$ cat src/rtl/e203_dtcm_ram_ctrl_pkg.sv
// ---------------------------------------------------------------------------
// e203_dtcm_pkg
// Shared constants and the light-sleep state encoding for the DTCM RAM
// front-end controller and its low-power sub-block.
// ---------------------------------------------------------------------------
package e203_dtcm_pkg;

    localparam int          RAM_AW    = 14;            // RAM word address (64 KB)
    localparam int          DW        = 32;            // data width
    localparam int          MW        = DW / 8;        // byte-mask width
    localparam logic [31:0] BASE_ADDR = 32'h9000_0000; // DTCM region base

    // Light-sleep controller states.
    typedef enum logic [1:0] {
        ACTIVE = 2'd0,
        SLEEP  = 2'd1,
        WAKE   = 2'd2
    } lpm_state_e;

endpackage

$ cat src/rtl/e203_dtcm_ram_ctrl_if.sv
// ---------------------------------------------------------------------------
// e203_dtcm_ram_ctrl_if
// ICB command/response channel into the DTCM controller.
//   cmd: valid/ready, addr, read, wdata, wmask   (master -> slave)
//   rsp: valid/ready, rdata, err                 (slave -> master)
// Handshake: a beat transfers on a cycle where valid and ready are both high;
// valid is never withdrawn by the sender while waiting, and ready may depend
// combinationally on the receiver's state but never on the same-cycle valid.
// ---------------------------------------------------------------------------
interface e203_dtcm_ram_ctrl_if #(
    parameter int ADDR_W = 32,
    parameter int DW     = 32,
    parameter int MW     = 4
);
    logic              icb_cmd_valid;
    logic              icb_cmd_ready;
    logic [ADDR_W-1:0] icb_cmd_addr;
    logic              icb_cmd_read;
    logic [DW-1:0]     icb_cmd_wdata;
    logic [MW-1:0]     icb_cmd_wmask;
    logic              icb_rsp_valid;
    logic              icb_rsp_ready;
    logic [DW-1:0]     icb_rsp_rdata;
    logic              icb_rsp_err;

    modport master (
        output icb_cmd_valid, icb_cmd_addr, icb_cmd_read, icb_cmd_wdata,
               icb_cmd_wmask, icb_rsp_ready,
        input  icb_cmd_ready, icb_rsp_valid, icb_rsp_rdata, icb_rsp_err
    );

    modport slave (
        input  icb_cmd_valid, icb_cmd_addr, icb_cmd_read, icb_cmd_wdata,
               icb_cmd_wmask, icb_rsp_ready,
        output icb_cmd_ready, icb_rsp_valid, icb_rsp_rdata, icb_rsp_err
    );
endinterface

$ cat src/rtl/e203_dtcm_ram_ctrl_lpm.sv
// ---------------------------------------------------------------------------
// e203_dtcm_lpm
// Idle counter plus ACTIVE/SLEEP/WAKE state machine driving RAM light sleep.
//   idle      in  : no command pending and no response outstanding
//   cmd_valid in  : command request (wakes the RAM)
//   ram_ls    out : registered light-sleep pin
//   active    out : controller may accept commands
//   dbg_state out : current state encoding
// IDLE_CYC = 0 disables sleep entirely.
// ---------------------------------------------------------------------------
module e203_dtcm_lpm
    import e203_dtcm_pkg::*;
#(
    parameter int unsigned IDLE_CYC = 16
) (
    input  logic       clk,
    input  logic       rst_n,
    input  logic       idle,
    input  logic       cmd_valid,
    output logic       ram_ls,
    output logic       active,
    output logic [1:0] dbg_state
);

    localparam int unsigned CW       = (IDLE_CYC < 2) ? 1 : $clog2(IDLE_CYC + 1);
    localparam logic [CW-1:0] CNT_MAX  = CW'(IDLE_CYC);
    localparam logic [CW-1:0] CNT_LAST = CW'(IDLE_CYC - 1);
    localparam bit            SLEEP_EN = (IDLE_CYC != 0);

    lpm_state_e    state_q, state_d;
    logic [CW-1:0] cnt_q, cnt_d;
    logic          ls_q, ls_d;

    always_comb begin
        state_d = state_q;
        cnt_d   = cnt_q;
        ls_d    = ls_q;
        case (state_q)
            ACTIVE: begin
                if (idle && SLEEP_EN) begin
                    // A command arriving on the expiry cycle clears idle,
                    // so sleep entry is naturally cancelled.
                    if (cnt_q == CNT_LAST) begin
                        state_d = SLEEP;
                        ls_d    = 1'b1;
                    end
                    if (cnt_q != CNT_MAX) cnt_d = cnt_q + CW'(1);
                end else begin
                    cnt_d = '0;
                end
            end
            SLEEP: begin
                if (cmd_valid) begin
                    state_d = WAKE;
                    ls_d    = 1'b0;
                    cnt_d   = '0;
                end
            end
            WAKE: begin
                // One settling cycle after ls drops before the RAM is used.
                state_d = ACTIVE;
                cnt_d   = '0;
            end
            default: begin
                state_d = ACTIVE;
                ls_d    = 1'b0;
                cnt_d   = '0;
            end
        endcase
    end

    always_ff @(posedge clk or negedge rst_n) begin
        if (!rst_n) begin
            state_q <= ACTIVE;
            cnt_q   <= '0;
            ls_q    <= 1'b0;
        end else begin
            state_q <= state_d;
            cnt_q   <= cnt_d;
            ls_q    <= ls_d;
        end
    end

    assign ram_ls    = ls_q;
    assign active    = (state_q == ACTIVE);
    assign dbg_state = state_q;

endmodule

$ cat src/rtl/e203_dtcm_ram_ctrl.sv
// ---------------------------------------------------------------------------
// e203_dtcm_ram_ctrl
// Front end of the DTCM SRAM: turns one ICB command/response channel into a
// single-cycle RAM port and captures read data for a stalled response.
//   clk, rst_n     : clock, asynchronous active-low reset
//   icb            : ICB slave (cmd valid/ready/addr/read/wdata/wmask,
//                    rsp valid/ready/rdata/err)
//   ram_cs/we/addr/wem/din : RAM access, driven in the handshake cycle
//   ram_dout       : RAM read data, valid the cycle after a read
//   ram_sd/ds/ls   : RAM power pins (sd, ds tied low; ls from idle timeout)
//   dbg_lpm_state  : light-sleep state machine state
// ---------------------------------------------------------------------------
module e203_dtcm_ram_ctrl
    import e203_dtcm_pkg::*;
#(
    parameter int              ADDR_W    = 32,
    parameter int              RAM_AW    = e203_dtcm_pkg::RAM_AW,
    parameter int              DW        = e203_dtcm_pkg::DW,
    parameter int              MW        = e203_dtcm_pkg::MW,
    parameter logic [ADDR_W-1:0] BASE_ADDR = ADDR_W'(e203_dtcm_pkg::BASE_ADDR),
    parameter int unsigned     IDLE_CYC  = 16
) (
    input  logic              clk,
    input  logic              rst_n,
    e203_dtcm_ram_ctrl_if.slave icb,
    output logic              ram_cs,
    output logic              ram_we,
    output logic [RAM_AW-1:0] ram_addr,
    output logic [MW-1:0]     ram_wem,
    output logic [DW-1:0]     ram_din,
    input  logic [DW-1:0]     ram_dout,
    output logic              ram_sd,
    output logic              ram_ds,
    output logic              ram_ls,
    output logic [1:0]        dbg_lpm_state
);

    logic          active, hs, in_rgn, idle;
    logic [DW-1:0] rd_data;

    logic          rsp_valid_q, rsp_valid_d;
    logic          rd_q, rd_d;
    logic          err_q, err_d;
    logic          hold_vld_q, hold_vld_d;
    logic [DW-1:0] hold_data_q, hold_data_d;

    // Byte-offset bits are ignored by a word-wide RAM.
    logic unused_addr_lsb;
    assign unused_addr_lsb = &{1'b0, icb.icb_cmd_addr[1:0]};

    assign in_rgn = (icb.icb_cmd_addr[ADDR_W-1:RAM_AW+2] == BASE_ADDR[ADDR_W-1:RAM_AW+2]);

    // Ready is masked by rst_n so every output reads 0 while reset is held.
    assign icb.icb_cmd_ready = rst_n & active & (~rsp_valid_q | icb.icb_rsp_ready);
    assign hs                = icb.icb_cmd_valid & icb.icb_cmd_ready;

    assign ram_cs   = hs & in_rgn;
    assign ram_we   = rst_n & ~icb.icb_cmd_read;
    assign ram_addr = rst_n ? icb.icb_cmd_addr[RAM_AW+1:2] : '0;
    assign ram_wem  = (rst_n & ~icb.icb_cmd_read) ? icb.icb_cmd_wmask : '0;
    assign ram_din  = rst_n ? icb.icb_cmd_wdata : '0;
    assign ram_sd   = 1'b0;
    assign ram_ds   = 1'b0;

    // Write and error responses carry zero data; only a real read shows dout.
    assign rd_data           = rd_q ? ram_dout : '0;
    assign icb.icb_rsp_valid = rsp_valid_q;
    assign icb.icb_rsp_rdata = hold_vld_q ? hold_data_q : rd_data;
    assign icb.icb_rsp_err   = err_q;

    assign idle = ~icb.icb_cmd_valid & ~rsp_valid_q;

    always_comb begin
        rsp_valid_d = rsp_valid_q;
        rd_d        = rd_q;
        err_d       = err_q;
        hold_vld_d  = hold_vld_q;
        hold_data_d = hold_data_q;
        if (rsp_valid_q && icb.icb_rsp_ready) begin
            rsp_valid_d = 1'b0;
            hold_vld_d  = 1'b0;
        end else if (rsp_valid_q && !hold_vld_q) begin
            // RAM output is only guaranteed in the first response cycle.
            hold_vld_d  = 1'b1;
            hold_data_d = rd_data;
        end
        // A new accept overrides completion so back-to-back keeps valid high.
        if (hs) begin
            rsp_valid_d = 1'b1;
            rd_d        = icb.icb_cmd_read & in_rgn;
            err_d       = ~in_rgn;
        end
    end

    always_ff @(posedge clk or negedge rst_n) begin
        if (!rst_n) begin
            rsp_valid_q <= 1'b0;
            rd_q        <= 1'b0;
            err_q       <= 1'b0;
            hold_vld_q  <= 1'b0;
            hold_data_q <= '0;
        end else begin
            rsp_valid_q <= rsp_valid_d;
            rd_q        <= rd_d;
            err_q       <= err_d;
            hold_vld_q  <= hold_vld_d;
            hold_data_q <= hold_data_d;
        end
    end

    e203_dtcm_lpm #(
        .IDLE_CYC (IDLE_CYC)
    ) u_lpm (
        .clk       (clk),
        .rst_n     (rst_n),
        .idle      (idle),
        .cmd_valid (icb.icb_cmd_valid),
        .ram_ls    (ram_ls),
        .active    (active),
        .dbg_state (dbg_lpm_state)
    );

endmodule

$ cat src/flat_wrapper.sv
// flat-port wrapper written by rule: the top's interface ports become plain ports
module e203_dtcm_ram_ctrl_flat import e203_dtcm_pkg::*;
#(
    parameter int              ADDR_W    = 32,
    parameter int              RAM_AW    = e203_dtcm_pkg::RAM_AW,
    parameter int              DW        = e203_dtcm_pkg::DW,
    parameter int              MW        = e203_dtcm_pkg::MW,
    parameter logic [ADDR_W-1:0] BASE_ADDR = ADDR_W'(e203_dtcm_pkg::BASE_ADDR),
    parameter int unsigned     IDLE_CYC  = 16
)
  (clk, rst_n, ram_cs, ram_we, ram_addr, ram_wem, ram_din, ram_dout, ram_sd, ram_ds, ram_ls, dbg_lpm_state, icb_icb_cmd_valid, icb_icb_cmd_addr, icb_icb_cmd_read, icb_icb_cmd_wdata, icb_icb_cmd_wmask, icb_icb_rsp_ready, icb_icb_cmd_ready, icb_icb_rsp_valid, icb_icb_rsp_rdata, icb_icb_rsp_err);
  e203_dtcm_ram_ctrl_if #(.ADDR_W(ADDR_W), .DW(DW), .MW(MW)) icb_i ();
  input  logic clk;
  input  logic rst_n;
  output logic ram_cs;
  output logic ram_we;
  output logic [RAM_AW-1:0] ram_addr;
  output logic [MW-1:0] ram_wem;
  output logic [DW-1:0] ram_din;
  input  logic [DW-1:0] ram_dout;
  output logic ram_sd;
  output logic ram_ds;
  output logic ram_ls;
  output logic [1:0] dbg_lpm_state;
  input wire logic [$bits(icb_i.icb_cmd_valid)-1:0] icb_icb_cmd_valid;
  input wire logic [$bits(icb_i.icb_cmd_addr)-1:0] icb_icb_cmd_addr;
  input wire logic [$bits(icb_i.icb_cmd_read)-1:0] icb_icb_cmd_read;
  input wire logic [$bits(icb_i.icb_cmd_wdata)-1:0] icb_icb_cmd_wdata;
  input wire logic [$bits(icb_i.icb_cmd_wmask)-1:0] icb_icb_cmd_wmask;
  input wire logic [$bits(icb_i.icb_rsp_ready)-1:0] icb_icb_rsp_ready;
  output wire logic [$bits(icb_i.icb_cmd_ready)-1:0] icb_icb_cmd_ready;
  output wire logic [$bits(icb_i.icb_rsp_valid)-1:0] icb_icb_rsp_valid;
  output wire logic [$bits(icb_i.icb_rsp_rdata)-1:0] icb_icb_rsp_rdata;
  output wire logic [$bits(icb_i.icb_rsp_err)-1:0] icb_icb_rsp_err;
  assign icb_i.icb_cmd_valid = icb_icb_cmd_valid;
  assign icb_i.icb_cmd_addr = icb_icb_cmd_addr;
  assign icb_i.icb_cmd_read = icb_icb_cmd_read;
  assign icb_i.icb_cmd_wdata = icb_icb_cmd_wdata;
  assign icb_i.icb_cmd_wmask = icb_icb_cmd_wmask;
  assign icb_i.icb_rsp_ready = icb_icb_rsp_ready;
  assign icb_icb_cmd_ready = icb_i.icb_cmd_ready;
  assign icb_icb_rsp_valid = icb_i.icb_rsp_valid;
  assign icb_icb_rsp_rdata = icb_i.icb_rsp_rdata;
  assign icb_icb_rsp_err = icb_i.icb_rsp_err;
  e203_dtcm_ram_ctrl #(.ADDR_W(ADDR_W), .RAM_AW(RAM_AW), .DW(DW), .MW(MW), .BASE_ADDR(BASE_ADDR), .IDLE_CYC(IDLE_CYC)) u_core (.clk(clk), .rst_n(rst_n), .icb(icb_i), .ram_cs(ram_cs), .ram_we(ram_we), .ram_addr(ram_addr), .ram_wem(ram_wem), .ram_din(ram_din), .ram_dout(ram_dout), .ram_sd(ram_sd), .ram_ds(ram_ds), .ram_ls(ram_ls), .dbg_lpm_state(dbg_lpm_state));
endmodule
$ cat config.mk
export PLATFORM = sky130hd
export DESIGN_NAME = e203_dtcm_ram_ctrl_flat
export DESIGN_NICKNAME = d
export VERILOG_FILES = /design/src/rtl/e203_dtcm_ram_ctrl_pkg.sv /design/src/rtl/e203_dtcm_ram_ctrl_if.sv /design/src/rtl/e203_dtcm_ram_ctrl_lpm.sv /design/src/rtl/e203_dtcm_ram_ctrl.sv /design/src/flat_wrapper.sv
export SDC_FILE = /design/constraint.sdc
export NUM_CORES = 1
export LEC_CHECK = 0
export ABC_AREA = 1
export ABC_CLOCK_PERIOD_IN_PS = 2300
export BUFFER_PORTS_ARGS = -buffer_cell sky130_fd_sc_hd__buf_2
export CORE_MARGIN = 2
export CORE_UTILIZATION = 25
export DETAILED_ROUTE_END_ITERATION = 10
export GPL_ROUTABILITY_DRIVEN = 0
export PLACE_DENSITY_LB_ADDON = 0.15
export REMOVE_ABC_BUFFERS = 1
export SYNTH_ARGS = -nofsm -noshare
export SYNTH_HDL_FRONTEND = slang
export SYNTH_SLANG_ARGS = --single-unit
export TNS_END_PERCENT = 50
$ cat constraint.sdc
create_clock -name clk -period 2.3 [get_ports clk]
set_clock_uncertainty 0.2 [all_clocks]
set_input_delay 0.115 -clock clk [delete_from_list [all_inputs] [get_ports clk]]
set_output_delay 0.115 -clock clk [all_outputs]
set_load 0.02 [all_outputs]
==> flow_summary.yaml <==
run_status:
  status: "finished, final reports clean"
critical_path:
  r2r_cells: 4
  cp_num_buf_inv: 5
  worstReg2RegEnd: "u_core.hold_data_q[30]$_DFFE_PN0P_"
  critPathKind: "input port to primary output"
  path_max_fanout: 37
  cp_slowest_cell: "dlygate4sd3_1"
  required_ns: 1.99
  critPathMaxStageDelay_ns: 0.54
  path_cells: "dlygate4sd3_1, buf_4, buf_4, nand2_1, inv_1, buf_2"
  end_kind: "primary output"
  r2r_slack_ns: 0.67
  cp.arrival_ns: 1.76
  endpoint: "ram_addr[1]"
  reg2reg_from: "u_core.icb.icb_rsp_valid$_DFFE_PN0P_"
  crit_path_start: "rst_n"
  critPathTopFamily: "buffers and inverters"
  crit_top_cell: "buf_4"
  worstSetupStartpointType: "input port"
  cp.depth: 6
sta:
  rsz0062_at_grt: "no"
  max_slew.worst_pin.slew_ns: 0.543
  fin_crit_ns: 2.07
  max_freq_mhz: 482
  maxSlewHeadroom_pct: 63.8
  fin_crit_sh_pct: 90.2
  final_hold_viol_count: 0
  finalSetupTns_ns: 0
  setup_violations: 0
  slew_violations: 0
place:
  placement.io_buffers: 192
  hpwl_um: 5940
grt:
  grt_usage_pct: 12.3
  grt_first_pass_wirelength_um: 13100
  antenna_found_initial: 0
  grt_overflow: 0
  grt_pass1_vias: 3115
  grt_max_degree: 65
die:
  core_um2: 11400
  io_pins: 197
  die_area_um2: 12500
  die_x_um: 112
  die_y_um: 112
  placementRows: 39
  initial_core_util_pct: 25.5
power_and_ir_drop:
  peakVddDrop_v: 0.000295
  power_density_nw_per_um2: 434
  p_leak_uw: 0.00266
  power.total_uw: 1920
drt:
  avgViaCountPerCell: 4.06
  via_count: 3189
  drt_wl_total_um: 7670
  firstDrtPassIters: 4
  drt_iter0_drc: 84
  route.detailed.drc: 0
  post_drt_wl_per_cell_um: 9.77
  ant_nets: 0
cells_and_area:
  layout.nets: 750
  layout-drive-gt1-share_pct: 38.6
  syn_to_final_growth_pct: 53.0
  final_common_cell: "buf_2"
  insertedDiodeCount: 0
  layout_common_cells: "buf_2 (191), nand2_1 (175), inv_1 (65)"
  nFillCells: 1214
synth:
  synth_cell_types: 25
  mappedNetlistArea_um2: 2900
  synthAdderAreaFrac_pct: 1.30
  synthCells: 424
  avgSynthCellArea_um2: 6.83
  yosys.area_share.simple_pct: 29.6
  muxShareOfSynthArea_pct: 0
  synth_top_family_by_area: "simple AND/OR/NAND/NOR gates"
  yosysSeqAreaShare_pct: 38.0
  yosys_warnings: 0
  ys_ff_latch: 44
  synth-compound-area-share_pct: 16.1
  synth_xor_xnor_area_share_pct: 0.303
clock_network:
  cts_tree: "yes"
  clk_pin_slew_worst_paths_ns: 0.06
  cts.sinks: 44
  clockBufferDepth: 2
  cts_made_buffers: 5
  htreeDepth: 2
  holdBufCountCts: 36
  post_cts_resized: 0
  cts_root_buf: "clkbuf_16"
  clk_latency_ns: 0.27
  cts_setup_buffers: 0
job:
  maxCapViolCount: 0
worst_hold_path:
  hp-class: "input port to register"
[tightest hold or removal path: cells and delay by family]
family                 cells  cell delay [ns]
buffers and inverters      1             0.09
AND/OR/NAND/NOR            5             0.24
[flip-flops by register name (all words and copies together) (netlist names)]
register                  count
u_core.u_lpm.cnt_q            5
u_core.rd_q                   1
u_core.u_lpm.dbg_state        2
u_core.u_lpm.ram_ls           1
u_core.hold_vld_q             1
u_core.icb.icb_rsp_valid      1
u_core.icb.icb_rsp_err        1
u_core.hold_data_q           32
[per-stage QoR]
stage	utilization (%)	instance area (µm²)	setup slack [ns]	instances	hold slack, ns
floorplan	-	2730	0.0256	401	-0.381
global route	39.0	4430	0.0585	785	0.0736
finish	39.0	4430	0.226	785	0.0117
global placement	34.6	3940	0.651	742	-0.122
CTS	39.0	4430	0.210	785	0.00769
detailed placement	34.6	3940	0.641	742	-0.121
[power breakdown]
part | switching [µW] | total [µW] | internal, µW
logic | 280 | 462 | 182
registers | 11.1 | 797 | 786
clock network | 270 | 665 | 395
total | 561 | 1920 | 1360
[cell families after synthesis]
family | after synthesis
and+or+nand+nor | 215
buffers and inverters | 92
other | 1
xor gates and xnor gates | 1
DFF | 44
AOI/OAI and AO/OA | 68
adders and majority gates | 3
[final cells by class]
type	count	area, µm²	area share [%]
clock buffers	6	129	2.91
clock inverters	1	5.00	0.113
inverters	68	255	5.76
multi-input cells	289	1380	31.1
flip-flops and latches	44	1100	24.9
well taps	143	179	4.04
repair buffers	234	1380	31.2
[routing by layer]
metal  wire length [µm]  global-route usage, %  vias to the layer above
met3                408                   2.56                        4
met1               3330                   13.7                     1405
met2               3880                   23.7                       76
li1                   -                      -                     1704
met5                  0                      0                        -
met4                 57                   2.80                        0
[cell usage after synthesis]
cell | count | area (µm²)
buf_2 | 12 | 60.1
buf_4 | 2 | 15.0
buf_6 | 7 | 78.8
clkbuf_1 | 3 | 11.3
conb_1 | 1 | 3.75
dfrtp_1 | 44 | 1100
ha_1 | 3 | 37.5
inv_1 | 65 | 244
inv_2 | 3 | 11.3
nand2_1 | 175 | 657
nand2_2 | 2 | 12.5
nand3_1 | 2 | 10.0
nand3_4 | 1 | 17.5
nand4_1 | 2 | 12.5
nand4_2 | 1 | 12.5
nor2_1 | 27 | 101
nor2_2 | 2 | 12.5
nor2_4 | 1 | 11.3
nor3_1 | 1 | 5.00
o21ai_0 | 27 | 135
o21ai_1 | 7 | 35.0
o21ai_2 | 33 | 289
o22ai_1 | 1 | 6.26
or2_1 | 1 | 6.26
xnor2_1 | 1 | 8.76
[how the worst min path moves through the flow]
stage / start / end / slack, ns / depth (start not counted)
4_1_cts: icb_icb_cmd_addr[27] / u_core.rd_q$_DFFE_PN0P_ / 0.008 / 6
3_5_place_dp: rst_n / u_core.hold_data_q[23]$_DFFE_PN0P_ / -0.12 / 1
6_report: icb_icb_cmd_addr[27] / u_core.rd_q$_DFFE_PN0P_ / 0.01 / 6
3_3_place_gp: rst_n / u_core.hold_data_q[9]$_DFFE_PN0P_ / -0.12 / 1
2_1_floorplan: rst_n / u_core.hold_data_q[0]$_DFFE_PN0P_ / -0.38 / 0
5_1_grt: icb_icb_cmd_addr[21] / u_core.rd_q$_DFFE_PN0P_ / 0.07 / 6
No activity file was read; power rests on OpenSTA's default activity.
